**src/rtl/fpu_pkg.sv**
```systemverilog
// rtl/fpu_pkg.sv - shared op codes, flag indices and result-buffer entry type for the FP writeback stage
package fpu_pkg;

    localparam logic [4:0] OP_FADD = 5'b01010;
    localparam logic [4:0] OP_FSUB = 5'b01011;
    localparam logic [4:0] OP_FMUL = 5'b01100;
    localparam logic [4:0] OP_FDIV = 5'b01101;

    localparam logic [31:0] CANON_NAN = 32'h7FC0_0000;

    localparam int FF_NV = 4;
    localparam int FF_DZ = 3;
    localparam int FF_OF = 2;
    localparam int FF_UF = 1;
    localparam int FF_NX = 0;

    typedef struct packed {
        logic [4:0]  rd;
        logic [31:0] data;
        logic [4:0]  flags;
    } entry_t;

    function automatic logic is_fp_op(input logic [4:0] op);
        return (op == OP_FADD) || (op == OP_FSUB) || (op == OP_FMUL) || (op == OP_FDIV);
    endfunction

endpackage

```
**src/rtl/fpu_nan_classify.sv**
```systemverilog
// rtl/fpu_nan_classify.sv - combinational IEEE-754 single classifier and NaN canonicaliser
module fpu_nan_classify
    import fpu_pkg::*;
(
    input  logic [31:0] i_data,
    output logic        o_is_nan,
    output logic        o_is_inf,
    output logic        o_is_subnormal,
    output logic [31:0] o_data
);
    logic exp_all_ones;
    logic exp_zero;
    logic mant_zero;

    assign exp_all_ones   = (i_data[30:23] == 8'hFF);
    assign exp_zero       = (i_data[30:23] == 8'h00);
    assign mant_zero      = (i_data[22:0] == 23'd0);

    assign o_is_nan       = exp_all_ones & ~mant_zero;
    assign o_is_inf       = exp_all_ones & mant_zero;
    assign o_is_subnormal = exp_zero & ~mant_zero;
    assign o_data         = o_is_nan ? CANON_NAN : i_data;
endmodule

```
**src/rtl/fpu_wb_stage.sv**
```systemverilog
// rtl/fpu_wb_stage.sv - FP result buffer feeding the FP regfile; sticky fflags under FPU_FFLAGS_EN
module fpu_wb_stage
    import fpu_pkg::*;
#(
    parameter int DEPTH = 2
) (
    input  logic        i_clk,
    input  logic        i_rst,
    input  logic        i_valid,
    output logic        o_ready,
    input  logic [4:0]  i_alu_op,
    input  logic [4:0]  i_rd_addr,
    input  logic [31:0] i_fpu_data,
    output logic        o_wb_valid,
    input  logic        i_wb_ready,
    output logic [4:0]  o_wb_rd,
    output logic [31:0] o_wb_data,
    input  logic        i_fflags_clr,
    output logic [4:0]  o_fflags
);
    localparam int PW = $clog2(DEPTH);
    localparam int CW = $clog2(DEPTH + 1);
    localparam logic [CW-1:0] DEPTH_C = CW'(DEPTH);

    entry_t          mem_q [DEPTH];
    entry_t          mem_d [DEPTH];
    logic [PW-1:0]   wr_ptr_q, wr_ptr_d;
    logic [PW-1:0]   rd_ptr_q, rd_ptr_d;
    logic [CW-1:0]   count_q, count_d;
    logic [4:0]      fflags_q, fflags_d;

    logic            push;
    logic            pop;
    entry_t          head;
    entry_t          new_entry;
    logic            is_nan, is_inf, is_sub;
    logic [31:0]     canon_data;

    fpu_nan_classify u_classify (
        .i_data         (i_fpu_data),
        .o_is_nan       (is_nan),
        .o_is_inf       (is_inf),
        .o_is_subnormal (is_sub),
        .o_data         (canon_data)
    );

    // Readiness comes from the registered count only, so a full buffer never
    // accepts on the same cycle it drains.
    assign o_ready    = (count_q < DEPTH_C);
    assign o_wb_valid = (count_q != '0);
    assign head       = mem_q[rd_ptr_q];
    assign o_wb_rd    = o_wb_valid ? head.rd : 5'd0;
    assign o_wb_data  = o_wb_valid ? head.data : 32'd0;
    assign push       = i_valid & o_ready & is_fp_op(i_alu_op);
    assign pop        = o_wb_valid & i_wb_ready;

    always_comb begin
        new_entry       = '0;
        new_entry.rd    = i_rd_addr;
        new_entry.data  = canon_data;
`ifdef FPU_FFLAGS_EN
        new_entry.flags[FF_NV] = is_nan;
        new_entry.flags[FF_DZ] = 1'b0;
        new_entry.flags[FF_OF] = is_inf;
        new_entry.flags[FF_UF] = is_sub;
        new_entry.flags[FF_NX] = 1'b0;
`endif
    end

    always_comb begin
        mem_d    = mem_q;
        wr_ptr_d = wr_ptr_q;
        rd_ptr_d = rd_ptr_q;
        count_d  = count_q;
        if (push) begin
            mem_d[wr_ptr_q] = new_entry;
            wr_ptr_d        = wr_ptr_q + PW'(1);
        end
        if (pop) begin
            rd_ptr_d = rd_ptr_q + PW'(1);
        end
        if (push && !pop) begin
            count_d = count_q + CW'(1);
        end else if (pop && !push) begin
            count_d = count_q - CW'(1);
        end
    end

`ifdef FPU_FFLAGS_EN
    // Clear applies first so a simultaneous pop still leaves its own flags.
    always_comb begin
        fflags_d = i_fflags_clr ? 5'd0 : fflags_q;
        if (pop) begin
            fflags_d = fflags_d | head.flags;
        end
    end
`else
    logic [8:0] unused_flag_path;
    assign unused_flag_path = {i_fflags_clr, head.flags, is_nan, is_inf, is_sub};
    assign fflags_d         = 5'd0;
`endif

    assign o_fflags = fflags_q;

    always_ff @(posedge i_clk) begin
        if (i_rst) begin
            wr_ptr_q <= '0;
            rd_ptr_q <= '0;
            count_q  <= '0;
            fflags_q <= '0;
            for (int i = 0; i < DEPTH; i++) begin
                mem_q[i] <= '0;
            end
        end else begin
            wr_ptr_q <= wr_ptr_d;
            rd_ptr_q <= rd_ptr_d;
            count_q  <= count_d;
            fflags_q <= fflags_d;
            mem_q    <= mem_d;
        end
    end
endmodule

```
**config.mk**
```make
export PLATFORM = sky130hd
export DESIGN_NAME = fpu_wb_stage
export DESIGN_NICKNAME = d
export VERILOG_FILES = /design/src/rtl/fpu_pkg.sv /design/src/rtl/fpu_nan_classify.sv /design/src/rtl/fpu_wb_stage.sv
export SDC_FILE = /design/constraint.sdc
export NUM_CORES = 1
export LEC_CHECK = 0
export ABC_AREA = 1
export CAP_MARGIN = 20
export CORE_ASPECT_RATIO = 0.5
export CORE_MARGIN = 2
export CORE_UTILIZATION = 35
export DETAILED_ROUTE_END_ITERATION = 8
export DONT_BUFFER_PORTS = 1
export SYNTH_ARGS = -nofsm -noshare
export SYNTH_HDL_FRONTEND = slang
export SYNTH_SLANG_ARGS = --single-unit
```
**constraint.sdc**
```tcl
create_clock -name i_clk -period 2.2 [get_ports i_clk]
set_clock_uncertainty 0.05 [all_clocks]
set_input_delay 0.44 -clock i_clk [delete_from_list [all_inputs] [get_ports i_clk]]
set_output_delay 0.44 -clock i_clk [all_outputs]
set_load 0.05 [all_outputs]
```
# Word level (Yosys, flattened, before mapping)
# Index checks and enable logic that the tools add are counted.
totals:
  reg_bits: 88
  inputBits: 47
  out_inout_bits: 44
  elab_cells: 51
classes:
  addsub: 4
  order_cmp: 4
  n_eq_ne: 5
  mux: 11
  bitwise_logic: 7
  reduce_logical: 11
op_table:
  columns: ["op", "n"]
  rows:
  - ["$mux 42", 4]
  - ["$bwmux 84", 1]
  - ["$mux 32", 2]
  - ["$demux 42 s1", 1]
  - ["$logic_not 23->1", 1]
  - ["$eq 5x4->1 const B", 4]
  - ["$eq 8x8->1 const B", 1]
  - ["$mux 5", 1]
  - ["$and 1x1->1", 4]
  - ["$ge 2x2->1 const B", 2]
  - ["$mux 2", 2]
  - ["$not 1->2", 2]
  - ["$reduce_bool 2->1", 2]
  - ["$logic_and 1x1->1", 3]
  - ["$logic_or 1x1->1", 3]
  - ["$add 1x1->1 const B", 2]
  - ["$add 2x1->2 const B", 1]
  - ["$logic_not 1->1", 2]
  - ["$lt 2x1->1 const B", 1]
  - ["$lt 2x2->1 const B", 1]
  - ["$sub 2x1->2 const B", 1]
  - ["$not 1->1", 1]

# Depth between registers and ports, before layout
depth:
  ltp_word: 9
  depth_mapped: 9
  depth_no_buf: 9

# Cells and area by module
# Synthesis repeated with hierarchy kept, for this count alone.
unflattened:
  cells_unflattened: 816
  area_unflattened_um2: 4889.7
modules_own_cells:
  columns: ["mod", "instances", "cells_per_inst", "area_each_um2", "seq_area_each_um2"]
  rows:
  - ["fpu_wb_stage", 1, 725, 4376.7, 1561.5]
  - ["fpu_nan_classify", 1, 91, 513.0, 0.0]

# Worst setup path before layout
# Ideal clock, no wire load.
synth_path:
  path_type: "register -> output"
  from: "reg count_q[1]"
  to: "out o_wb_data[22]"
  t_arrival_ns: 2.129
  t_required_ns: 1.710
  setup_slack_ns: -0.419
  stages_incl_launch_ff: 6
  path_buffers: 1
  cell_sequence: "dfxtp_1 nor2_1 inv_1 clkbuf_1 o21ai_0 a21oi_1"
synth_via:
  elab_chain_len: 2
synth_lines:
  columns: ["element", "line_no", "text"]
  rows:
  - ["from (decl)", "fpu_wb_stage.sv:29", "logic [CW-1:0] count_q, count_d;"]
  - ["from (signal assigned)", "fpu_wb_stage.sv:117", "count_q <= count_d;"]
  - ["$reduce_bool 2->1", "fpu_wb_stage.sv:50", "assign o_wb_valid = (count_q != '0);"]
  - ["net o_wb_valid", "fpu_wb_stage.sv:14", "output logic o_wb_valid,"]
  - ["$mux 32", "fpu_wb_stage.sv:53", "assign o_wb_data = o_wb_valid ? head.data : 32'd0;"]
  - ["to (decl)", "fpu_wb_stage.sv:17", "output logic [31:0] o_wb_data,"]
# The timed path passes the listed nets, and every way through them passes these cells.

# Worst setup path after layout
layout_path:
  from: "reg count_q[1]"
  to: "out o_wb_data[7]"
layout_via:
  elab_chain_len: 2
layout_lines:
  columns: ["element", "line_no"]
  rows:
  - ["$reduce_bool 2->1", "fpu_wb_stage.sv:50"]
  - ["$mux 32", "fpu_wb_stage.sv:53"]
# No other way between the ends.

==> impl_results.md <==
* Root Buffer: clkbuf_16
* Initial drt markers at about 180
* Tot Pwr at approximately 3.7 mW
* Ranking of synthesized cells by area: dfxtp_1, nand2_1, a21oi_1, o21ai_0, o21ai_1
* FFs w/ async S/R, synth at 0
* Boundary pin count at between 90 and 100
* CP Class: flop to output port
* CP required at roughly 1.7 ns
* Setup slack after layout at 0.207 ns
* Placer congestion estimate at between 0.7 and 0.8
* CP Capture Type: output port
* Grt ovf at 0
* Syn_area_per_cell at slightly above 7 µm²
* Seq cells post-synth at 78
* Synth top cells by count: nand2_1, dfxtp_1, a21oi_1
* Max frequency at between 0.5 and 0.6 GHz
* Mapped Cells at approximately 460
* Largest net degree at the start of global routing at 68
* Sequential fraction of the synthesis area at 0.473
* DIE AREA at 10300 µm²
* CTS H-tree lvls at 3
* Worst-Skew Late Latency at roughly 0.32 ns
* TritonRoute pass-1 iters at 4
* Slew margin rel. at 0.612
* Hold endpoint: mem_q[30]$_SDFFE_PP0P_
* Synth top area share at 0.473
* Die H at 72.6 µm
* P_leak at approximately 1.7 nW
* Status: finished, final reports clean
* Post-route clock period utilization at 0.906
* CTS Buffer Depth at 2
* Initial core utilization at 0.370
* Hold_sp: i_fpu_data[25]
* RSZ-0062 raised after global routing: false
* Die Width at 141 µm
* Cell Chain, Critical Path: nor2_2 -> buf_4 -> a21oi_1 -> buf_12
* Final WL at 8.45 mm
* Post-CTS Hold Fix Bufs at 0
* Total Routing Usage GR at 0.172
* Core box area at approximately 9000 µm²
* Initial antenna violation count at 0
* Maxcap violations at 0
* First-pass GRT wire length at roughly 14 mm
* # port buffers at 0
* FF-to-FF Start: count_q[1]$_SDFFE_PP0P_
* Worst-path cell with the longest stage delay: dfxtp_1
* Cell taking the most area after synthesis: dfxtp_1
* Layout Area Growth over Synthesis at 33.5%
* Class of the worst hold path: primary input to flop
* Yosys cell types at 23
* Critical Path AT at ~1.5 ns
* Number of fill cells in the layout at around 890
* Reg-to-reg endpoint: count_q[1]$_SDFFE_PP0P_
* Fin Hold WS at 0.179 ns
* Worst setup SP type: flop
* Vias per cell at ~5.0
* Number of global-route vias before repair at roughly 2900
* Final min period at ~2.0 ns
* ANT cells at 0
* Cell area after synthesis at between 3000 and 4000 µm²
* Total CTS buffers at 9
* DRC at 0
* R2R depth at 9
* DR WL/cell at around 14 µm
* Pre-CTS setup slack at around 0.26 ns
* TNS Setup at 0 ns
* FF-to-FF setup slack at roughly 0.44 ns
* CTS sink cnt at between 70 and 80
* Post-route ant nets at 0
* Placed Instances at 602
* # setup viols final at 0
* CP max FO at 23
* VDD IR-drop max at around 0.47 mV
* Worst hold path depth at 2
* Post-synth EDFFs at 0
* Clk slew on worst S/H paths at roughly 0.060 ns
* Final Hold Viols at 0
* HPWL after detailed placement at 5.68 mm
* Worst path max stage delay at roughly 0.38 ns
* Post-Layout Cell Count at 618
* Least-Margin Pin Slew at approximately 0.58 ns
* Most common cell in the netlist: nand2_1
* Main flop type after synthesis: dfxtp_1
* Max Slew Vio Count at 0
* Nets@finish at roughly 550
* CTS tree: done
* Synth warn at 0
* Share of layout cells above drive strength 1 at 0.168
* Vias at roughly 3000
* PD cells at 834 nW/µm²
* Std-Cell Rows at 24
## placed cells by master (no fill, tap or decap), types with 3 or more instances in the layout
cell type,instances
clkbuf_16,9
inv_1,28
a21oi_2,9
nand3_1,3
buf_12,29
o22ai_1,7
clkbuf_8,3
o21ai_1,23
nand2_1,118
nor2_1,28
a21oi_1,64
o21ai_0,60
conb_1,5
dfxtp_1,77
buf_4,23
## logic make-up after synthesis
family,synth area share
other cells,0.00114
simple gates,0.182
compound gates,0.250
xor+xnor,0.00266
fa+ha+maj,0.00379
buf+inv,0.0865
flops,0.473
## cell type report
cell class                 count  area [µm²]  area share
sequential                    78        1560       0.355
multi-input combinational    324        1510       0.342
timing repair buffer          52         753       0.171
clock buffer                  12         267      0.0605
tap                          117         146      0.0332
inverter                      32         124      0.0281
clock inverter                 3        42.5     0.00966
## state kept, by name (all words and copies together) (netlist names)
signal,flops
rd_ptr_q,1
count_q,2
wr_ptr_q,1
mem_q,74
## worst max-delay path: cells and delay by family (launching register included)
kind | cells | cell delay (ns)
buf+inv | 2 | 0.41
simple gates | 1 | 0.08
flops | 1 | 0.38
compound gates | 1 | 0.30
## per-stage QoR
step	utilization	area [µm²]
after global routing	0.494	4400
after floorplan	-	3350
final	0.494	4400
after CTS	0.491	4380
after global placement	0.456	4070
after detailed placement	0.456	4070
## worst max path at each step
stage                              end  cells after the start  slack, ns                     from
6_report                  o_wb_data[7]                      4       0.21  count_q[1]$_SDFFE_PP0P_
5_1_grt                     o_wb_rd[2]                      6       0.08  count_q[1]$_SDFFE_PP0P_
4_1_cts                  o_wb_data[22]                      5       0.11  count_q[1]$_SDFFE_PP0P_
3_5_place_dp   count_q[1]$_SDFFE_PP0P_                      8       0.26  count_q[1]$_SDFFE_PP0P_
3_3_place_gp   count_q[1]$_SDFFE_PP0P_                      8       0.30  count_q[1]$_SDFFE_PP0P_
2_1_floorplan               o_wb_rd[2]                      3       0.13    rd_ptr_q$_SDFFE_PP0P_
## metal layers
| layer | global-route usage | share of wire |
|---|---|---|
| met5 | 0 | 0 |
| met4 | 0.0489 | 0.010 |
| met3 | 0.0492 | 0.058 |
| met2 | 0.275 | 0.46 |
| met1 | 0.229 | 0.48 |
## repair_timing
item,CTS,global route
endpoints found under the setup margin,10,11
gates resized for setup,1,0
gates cloned,0,0
setup buffers,0,1
## power by group
part | switching [mW] | leakage (nW) | internal, mW | total [mW]
clock | 0.537 | 0.151 | 0.962 | 1.50
sequential | 0.0229 | 0.631 | 1.46 | 1.48
combinational | 0.466 | 0.917 | 0.228 | 0.694
total | 1.03 | 1.70 | 2.65 | 3.67
(Power assumes the default switching activity.)
